<file path="config.mk">
export PLATFORM = sky130hd
export DESIGN_NAME = filter_collector
export DESIGN_NICKNAME = d
export VERILOG_FILES = /design/src/rtl/filter_collector.sv
export SDC_FILE = /design/constraint.sdc
export NUM_CORES = 1
export LEC_CHECK = 0
export BUFFER_PORTS_ARGS = -buffer_cell sky130_fd_sc_hd__buf_2
export CELL_PAD_IN_SITES_DETAIL_PLACEMENT = 1
export CELL_PAD_IN_SITES_GLOBAL_PLACEMENT = 2
export CORE_UTILIZATION = 29
export CTS_CLUSTER_DIAMETER = 60
export DETAILED_ROUTE_END_ITERATION = 8
export PLACE_DENSITY_LB_ADDON = 0.15
export SYNTH_ARGS = -nofsm -noshare
export SYNTH_HDL_FRONTEND = slang
export SYNTH_SLANG_ARGS = --single-unit
</file>
<file path="constraint.sdc">
create_clock -name clk -period 7 [get_ports clk]
set_clock_uncertainty 0.05 [all_clocks]
set_input_delay 0.35 -clock clk [delete_from_list [all_inputs] [get_ports clk]]
set_output_delay 0.35 -clock clk [all_outputs]
set_load 0.02 [all_outputs]
</file>
<file path="src/rtl/filter_collector.sv">
`default_nettype none
// ============================================================================
// Module   : filter_collector
// Brief    : Downstream collector for the Filter/FilterBlock chain. Buffers
//            the chain's y-stream (data + parity) in a small circular FIFO and
//            re-presents it with a valid/ready handshake. Beats that arrive
//            while the FIFO is full (and not draining) are dropped and counted.
// Revision : 1.0 - initial release
// ============================================================================
module filter_collector #(
    parameter int DATA_WIDTH = 16,
    parameter int DEPTH      = 4,
    parameter int DROP_WIDTH = 8
) (
    input  logic                         clk,
    input  logic                         reset,
    input  logic [DATA_WIDTH-1:0]        io_x_data,
    input  logic                         io_x_valid,
    input  logic                         io_x_parity,
    output logic [DATA_WIDTH-1:0]        io_y_data,
    output logic                         io_y_parity,
    output logic                         io_y_valid,
    input  logic                         io_y_ready,
    output logic [$clog2(DEPTH):0]       io_count,
    output logic                         io_overflow,
    output logic [DROP_WIDTH-1:0]        io_drop_count
);

    localparam int PTR_W   = $clog2(DEPTH);
    localparam int CNT_W   = PTR_W + 1;
    localparam int ENTRY_W = DATA_WIDTH + 1;

    localparam logic [CNT_W-1:0]      C_FULL      = CNT_W'(DEPTH);
    localparam logic [DROP_WIDTH-1:0] C_DROP_MAX  = {DROP_WIDTH{1'b1}};

    // Storage array; never reset, contents are only meaningful below count.
    logic [ENTRY_W-1:0]    mem_q [DEPTH];

    logic [PTR_W-1:0]      wr_ptr_q, wr_ptr_d;
    logic [PTR_W-1:0]      rd_ptr_q, rd_ptr_d;
    logic [CNT_W-1:0]      count_q, count_d;
    logic                  overflow_q, overflow_d;
    logic [DROP_WIDTH-1:0] drop_q, drop_d;

    logic                  pop_w;
    logic                  push_w;
    logic                  drop_w;
    logic                  full_w;

    // Handshake decode: a pop frees a slot in the same cycle, so a full FIFO
    // that is draining still accepts the incoming beat.
    always_comb begin
        full_w = (count_q == C_FULL);
        pop_w  = (count_q != '0) && io_y_ready;
        push_w = io_x_valid && (!full_w || pop_w);
        drop_w = io_x_valid && full_w && !pop_w;
    end

    // Next-state for pointers, occupancy and drop bookkeeping.
    always_comb begin
        wr_ptr_d   = wr_ptr_q;
        rd_ptr_d   = rd_ptr_q;
        count_d    = count_q;
        overflow_d = overflow_q;
        drop_d     = drop_q;

        // DEPTH is a power of two, so natural pointer rollover is the wrap.
        if (push_w) begin
            wr_ptr_d = wr_ptr_q + PTR_W'(1);
        end
        if (pop_w) begin
            rd_ptr_d = rd_ptr_q + PTR_W'(1);
        end

        if (push_w && !pop_w) begin
            count_d = count_q + CNT_W'(1);
        end else if (pop_w && !push_w) begin
            count_d = count_q - CNT_W'(1);
        end

        if (drop_w) begin
            overflow_d = 1'b1;
            if (drop_q != C_DROP_MAX) begin
                drop_d = drop_q + DROP_WIDTH'(1);
            end
        end
    end

    // Control registers with synchronous active-low reset.
    always_ff @(posedge clk) begin
        if (!reset) begin
            wr_ptr_q   <= '0;
            rd_ptr_q   <= '0;
            count_q    <= '0;
            overflow_q <= 1'b0;
            drop_q     <= '0;
        end else begin
            wr_ptr_q   <= wr_ptr_d;
            rd_ptr_q   <= rd_ptr_d;
            count_q    <= count_d;
            overflow_q <= overflow_d;
            drop_q     <= drop_d;
        end
    end

    // Entry write; beats presented while in reset are ignored.
    always_ff @(posedge clk) begin
        if (reset && push_w) begin
            mem_q[wr_ptr_q] <= {io_x_parity, io_x_data};
        end
    end

    // First-word-fall-through read of the head entry.
    assign io_y_data     = mem_q[rd_ptr_q][DATA_WIDTH-1:0];
    assign io_y_parity   = mem_q[rd_ptr_q][DATA_WIDTH];
    assign io_y_valid    = (count_q != '0);
    assign io_count      = count_q;
    assign io_overflow   = overflow_q;
    assign io_drop_count = drop_q;

endmodule
`default_nettype wire

</file>
==> After elaboration in Yosys (flattened, before gate mapping) <==
Memory sizes are Yosys's and may differ from the RTL's. A register that Yosys moved wholly into a read port is not among the register bits.
Index checks and enable logic that the tools add are counted.
Widths: inputs -> output; s select.
{ "op_classes": {"reduce_logical": 14, "n_addsub": 5, "n_eq_ne": 2, "n_mux": 6} }
{ "ops": {"columns": ["operator", "count"], "rows": [
  ["$add 8x1->8 const B", 1],
  ["$ne 8x8->1 const B", 1],
  ["$logic_and 1x1->1", 7],
  ["$mux 3", 2],
  ["$add 2x1->2 const B", 2],
  ["$mux 2", 2],
  ["$add 3x1->3 const B", 1],
  ["$eq 3x3->1 const B", 1],
  ["$logic_not 1->1", 3],
  ["$reduce_bool 3->1", 1],
  ["$sub 3x1->3 const B", 1],
  ["$mux 1", 2],
  ["$reduce_and 2->1", 1],
  ["$reduce_bool 2->1", 1],
  ["$logic_or 1x1->1", 1]
]} }
{ "totals": {"ramBits": 68, "register_bits": 16, "output_inout_bits": 30, "word_cells": 33, "mem_count": 1} }
{ "mem_list": {"columns": ["memory", "depth", "width", "rd", "rd_clocked_by_memory_dff", "write_ports", "line_no", "rtl"], "rows": [
  ["mem_q", 4, 17, 1, 1, 1, "37", "logic [ENTRY_W-1:0] mem_q [DEPTH];"]
]} }

==> Depth between registers and ports, before layout <==
Gate-level depths: netlist (run 1).
{ "logic_depth": {"word_depth": 8, "ltp_mapped": 9, "depth_no_buf": 8} }

==> Worst setup path after synthesis (run 1) <==
No wires, ideal clock.
{ "synth_timing": {"path_kind": "flip-flop to flip-flop", "from": "register count_q[0], in the netlist io_count[0]", "to": "register count_q[2], in the netlist io_count[2]", "arrival_ns": 2.289, "t_required_ns": 6.879, "setup_ns": 0.071, "setup_slack_ns": 4.590, "path_stages_with_launch": 10, "path_cell_list": "dfxtp_1 nor4b_4 and2b_2 clkbuf_1 ha_1 inv_1 fa_1 xor2_1 or3_1 a21oi_1"} }
{ "synth_between": {"elab_chain_cells": 7} }
{ "synth_rtl": {"columns": ["element", "line_no", "rtl"], "rows": [
  ["start, declared", "41", "logic [CNT_W-1:0] count_q, count_d;"],
  ["start signal, assigned", "100", "count_q <= count_d;"],
  ["branches (longest 7 deep; another with $sub 3x1->3)", null, null]
]} }
Several ways; the timed one is not identified. The select of a mux whose other input is x is not followed.
A chain may end at the register's enable or synchronous reset.

==> Worst setup path in the final report (run 1) <==
{ "layout_timing": {"from": "register count_q[1], in the netlist io_count[1]", "to": "register count_q[2], in the netlist io_count[2]"} }
Same word-level chain as after synthesis.

==> run metrics, run 1 <==
outcome complete, no violations; Initial Utilization 30.2%; Synthesis Warnings 0; vias per inst 4.63; DRT Wirelength 6300 um; Initial DRC Count 53; maximum clock path buffer count 2; post-layout util 36.8%; Final nets 265; CP startpoint kind register; Synth Area per Inst 18.4 um^2; Post-Synth Adder-Cell Area 2.86%; Routed Antenna Nets 0; Ports 51; Synth Net Count 209; simple-gate area share of the yosys netlist 6.51%; Worst Path Class, Setup reg -> reg; HPWL after DPL 4040 um; first-pass iteration count of the detailed router 3; Synth area leader edfxtp_1; Req. time, crit path 7.19 ns; Cells after Synth 181; Fill cells 1125; f_max 420 MHz; H-tree levels 3; Seq cells post-synth 86; clk_lat worst skew 0.33 ns; pin count of the biggest net entering global routing 18; Post-Place Cell Area 3730 um^2; Main synth FF type edfxtp_1; Placer Congestion 0.640; crit path max fanout 5; Routed wire per std cell 16.5 um; CTS resizes 0; Synth Area in Compound Gates 2.56%; ys async rst share 0%; Die Y 109 um; Slew HR 38.0%; sequential area share after synthesis 72.2%; Period minus WS final 2.38 ns; post-synthesis xor/xnor area fraction 1.84%; die area 11900 um^2; worst slack, placed 4.62 ns; Hold WC Path Type in -> reg; GR Overflow Total 0; Post-Syn Area 3330 um^2; placed insts 366; Setup TNS 0 ns; cell row count 38; Final Hold Violating Endpoints 0; Hold Slack 0.186 ns; period utilization 34.0%; Setup violations, final 0; Worst Setup Slack, final 4.62 ns; CP Capture Type register; worst slew pin tran 0.930 ns; global-route wire length before repair 9850 um; Most Crowded Layer GR met2; PwrDens 357 nW/um^2; total track usage 11.8%; met2 Use GR 20.0%; Critical Path AT 2.57 ns; EDFF count, synth 68; core area 11000 um^2; CTS tree done; PortBufs 50; DR vias 1763; Synth top area share 61.4%; hold_buf cts 0; Tot Pwr 1.45 mW; Reg clk slew, reported paths 0.06 ns; maximum VDD drop 152 uV; final number of max-transition violations 0; Die W 109 um; initial antenna violation count 0; unrepaired setup endpoints after global routing no; final std cells w/o fill 381; share of cells above drive strength 1 36.9%; total CTS buffers 9; MaxCap Viol Count 0; Final Cell Area 4050 um^2; post-synth cell types 32; Post CTS Setup Buffer Count 0; mux share of post-synthesis cell area 12.7%; ant diodes 0; vias in the first global route 1863; Sink Count 86; largest family of logic cells by synthesized area multiplexers; global-route met1 utilization 13.5%; met3 Track Usage GR 3.53%; Synth area leaders edfxtp_1 (61%), mux4_2 (12%), dfxtp_1 (11%), ha_1 (2.3%), xor2_1 (1.6%); root buf cell clkbuf_16; DRC errors left 0; synth-to-layout area growth 21.9%; leakage power total 1.44 nW
==> sequential cells by signal (all words and copies together) (netlist names), named ones only <==
register	cells
mem_q	68
rd_ptr_q	2
io_drop_count	8
io_overflow	1
io_count	3
wr_ptr_q	2
==> cells by family (layout without fill, tap and decap cells) <==
kind of cell / after synthesis / after routing
flip-flops: 86 / 86
AND/OR/NAND/NOR: 37 / 37
multiplexers: 21 / 21
AO/OA/AOI/OAI: 12 / 12
buffers and inverters: 11 / 71
adder cells (fa/ha/maj): 7 / 7
XOR/XNOR: 7 / 7
==> cell type report <==
type	count	area, um^2	share of cell area, %
Sequential cell	86	2400	59.3
Inverter	5	18.8	0.463
Multi-Input combinational cell	84	881	21.7
Clock inverter	6	93.8	2.31
Tap cell	140	175	4.32
Clock buffer	9	225	5.56
Timing Repair Buffer	51	258	6.36
==> worst max-delay path, stage by stage (launching register included) <==
cell     delay (ns)
dfxtp_1        0.37
or3_2          0.50
nand2_1        0.12
ha_1           0.19
inv_1          0.06
fa_1           0.39
xor2_1         0.16
or3_1          0.31
a21oi_1        0.15
==> cells in the mapped netlist (2+ instances only) <==
master / count
nand4_1: 3
dfxtp_1: 18
nand2_1: 2
edfxtp_1: 68
a21oi_1: 5
ha_1: 6
nor2_1: 12
nand3_1: 5
xor2_1: 6
and3_1: 5
buf_2: 2
mux2i_1: 4
mux4_2: 17
clkbuf_1: 3
o21ai_0: 3
inv_1: 4
or3_2: 3
==> worst paths after layout <==
kind                              startpoint     endpoint  slack [ns]  cells past startpoint
worst max-delay path             io_count[1]  io_count[2]        4.62                      8
worst min-delay path            io_x_data[8]  mem_q[2][8]        0.19                      1
worst max register to register   io_count[1]  io_count[2]        4.62                      8
worst min register to register   io_overflow  io_overflow        0.43                      2
==> per-layer routing <==
layer  wire [um]  vias to the layer above
met3         263                       11
met2        3170                       39
met4         106                        0
met1        2750                      891
li1            -                      822
met5           0                        -
==> power breakdown <==
| group | internal, mW | switching (mW) | leakage [nW] |
|---|---|---|---|
| clock network | 0.314 | 0.193 | 0.153 |
| logic | 0.141 | 0.179 | 0.523 |
| registers | 0.590 | 0.0313 | 0.764 |
| total | 1.04 | 0.403 | 1.44 |
==> placed cells by master, fill, tap and decap left out, drive strengths merged, types with 4 or more instances in the layout <==
cell / count
nand3: 5
mux2i: 4
nor2: 12
ha: 6
mux4: 17
dfxtp: 18
or3: 4
a21oi: 5
and3: 5
xor2: 6
edfxtp: 68
clkbuf: 9
inv: 6
buf: 51
Power figures use the tool's default switching activity.
==> inputs of run 2 (changes only) <==
==> constraint.sdc (replaced) <==
create_clock -name clk -period 2.5 [get_ports clk]
set_clock_uncertainty 0.05 [all_clocks]
set_input_delay 0.125 -clock clk [delete_from_list [all_inputs] [get_ports clk]]
set_output_delay 0.125 -clock clk [all_outputs]
set_load 0.02 [all_outputs]
==> run metrics, run 2 (synthesized netlist as in run 1, its figures left out) <==
core area 11000 um^2 (unchanged); die area 11900 um^2 (unchanged); CTS resizes 0 (unchanged); worst reg2reg setup slack 0.14 ns (-4.48 ns); Post CTS Setup Buffer Count 0 (unchanged); HPWL after DPL 4190 um (+3.9%); DR vias 1824 (+3.5%); MaxCap Viol Count 0 (unchanged); share of cells above drive strength 1 36.2% (-0.70 points); Die W 109 um (unchanged); Reg clk slew, reported paths 0.06 ns (about the same); Routed wire per std cell 16.1 um (-2.5%); clk_lat worst skew 0.33 ns (about the same); DRC errors left 0 (unchanged); vias in the first global route 1949 (+4.6%); leakage power total 1.53 nW (+6.6%); period utilization 94.4% (+60 points); Ports 51 (unchanged); Critical Path AT 2.56 ns (about the same); most frequent cells in the layout edfxtp_1 (68), buf_2 (50), dfxtp_1 (18), mux4_2 (17), dlygate4sd3_1 (17); Worst Path Class, Setup reg -> reg; post-layout util 38.6% (+1.8 points); PortBufs 50 (unchanged); hold depth 3 (+2); number of flip-flops in the largest register 68 (unchanged); root buf cell clkbuf_16; total track usage 11.9% (+0.20 points); outcome complete, no violations; Worst Setup Slack, final 0.140 ns (-4.48 ns); maximum clock path buffer count 2 (unchanged); Period minus WS final 2.36 ns (-0.0188 ns); worst r2r src io_count[1]; share of power burned in registers 43.2% (+0.3 points); Setup TNS 0 ns (unchanged); Routed Antenna Nets 0 (unchanged); CP startpoint kind register; reg2reg end io_count[2]; Hold Slack 0.104 ns (-0.0822 ns); WHS Endpoint io_overflow; design internal power 2.85 mW (+170%); sw power 1.13 mW (+180%); HP Start io_x_valid; worst slew pin tran 0.504 ns (-0.426 ns); total CTS buffers 9 (unchanged); pin count of the biggest net entering global routing 18 (unchanged); GR Overflow Total 0 (unchanged); Placer Congestion 0.670 (+4.7%); f_max 424 MHz (+0.80%); Initial DRC Count 56 (+5.7%); Sink Count 86 (unchanged); unrepaired setup endpoints after global routing no; ant diodes 0 (unchanged); Gate power share 23.9% (+1.8 points); reg2reg path depth 8 (unchanged); Hold WC Path Type in -> reg; commonest non-fill, non-tap cell in the layout edfxtp_1; cell row count 38 (unchanged); Die Y 109 um (unchanged); synth-to-layout area growth 27.9%; Final Hold Violating Endpoints 0 (unchanged); crit path max fanout 5 (unchanged); switching power share of the total 28.4% (+0.50 points); final number of max-transition violations 0 (unchanged); worst slack, placed 0.133 ns (-4.49 ns); vias per inst 4.50 (-2.7%); Final nets 289 (+9.1%); maximum VDD drop 462 uV (+200%); Initial Utilization 30.2% (unchanged); global-route wire length before repair 10100 um (+2.9%); PwrDens 935 nW/um^2 (+160%); Fill cells 1140 (+1.3%); H-tree levels 3 (unchanged); Req. time, crit path 2.70 ns (-4.49 ns); Setup violations, final 0 (unchanged); Register Area 2400 um^2 (unchanged); largest register by flop count mem_q; multi-input logic area 881 um^2 (unchanged); CTS tree done; clock share of power 32.8% (-2.2 points); CP Capture Type register; first-pass iteration count of the detailed router 4 (+1); Slew HR 66.2% (+28 points); DRT Wirelength 6530 um (+3.7%); initial antenna violation count 0 (unchanged)
==> run 2: timing repair <==
| item | in CTS | in global routing |
|---|---|---|
| hold buffers | 17 | 0 |
| endpoints found under the hold margin | 68 | 0 |
| endpoints found under the setup margin | 0 | 0 |
==> run 2: layer usage <==
metal	wire length, um	GRT usage, %
met1	2910	14.3
met2	3350	20.3
met3	213	3.95
met4	47	3.76
met5	0	0
==> run 2: how the worst max path moves through the flow <==
stage | from | end | slack [ns] | depth (start not counted)
after global routing | io_count[1] | io_count[2] | 0.02 | 8
after detailed placement | io_count[1] | io_count[2] | 0.13 | 8
after global placement | io_count[1] | io_count[2] | 0.19 | 8
after floorplan | io_count[0] | io_count[2] | 0.09 | 9
final | io_count[1] | io_count[2] | 0.14 | 8
after CTS | io_count[1] | io_count[2] | 0.12 | 8
==> run 2: power groups by stage <==
stage | logic (mW) | registers (mW) | clock network [mW]
finish | 0.952 | 1.72 | 1.31
detailed placement | 0.956 | 1.75 | 0
global placement | 0.959 | 1.75 | 0
CTS | 0.982 | 1.72 | 1.35
global route | 1.04 | 1.73 | 1.40
floorplan | 0.642 | 1.76 | 0
==> run 2: critical path, cell delays in order, from the launching register on <==
cell and delay (ns):
dfxtp_1 0.38, or3_2 0.50, nand2_1 0.12, ha_1 0.19
inv_1 0.06, fa_1 0.38, xor2_1 0.16, or3_1 0.30
a21oi_1 0.14
==> run 2: final cells by class <==
| cell class | instances | area share (%) |
|---|---|---|
| multi-input cells | 84 | 20.7 |
| clock buffers | 9 | 5.29 |
| inverters | 5 | 0.441 |
| well taps | 140 | 4.12 |
| clock inverters | 6 | 1.68 |
| repair buffers | 75 | 11.3 |
| flip-flops and latches | 86 | 56.5 |
==> run 2: metrics by stage <==
stage,cells,power [mW],cell area (um^2)
after floorplan,181,2.41,3330
after global placement,373,2.70,3790
after detailed placement,373,2.71,3790
after CTS,405,4.06,4250
after global routing,405,4.18,4250
final,405,3.98,4250
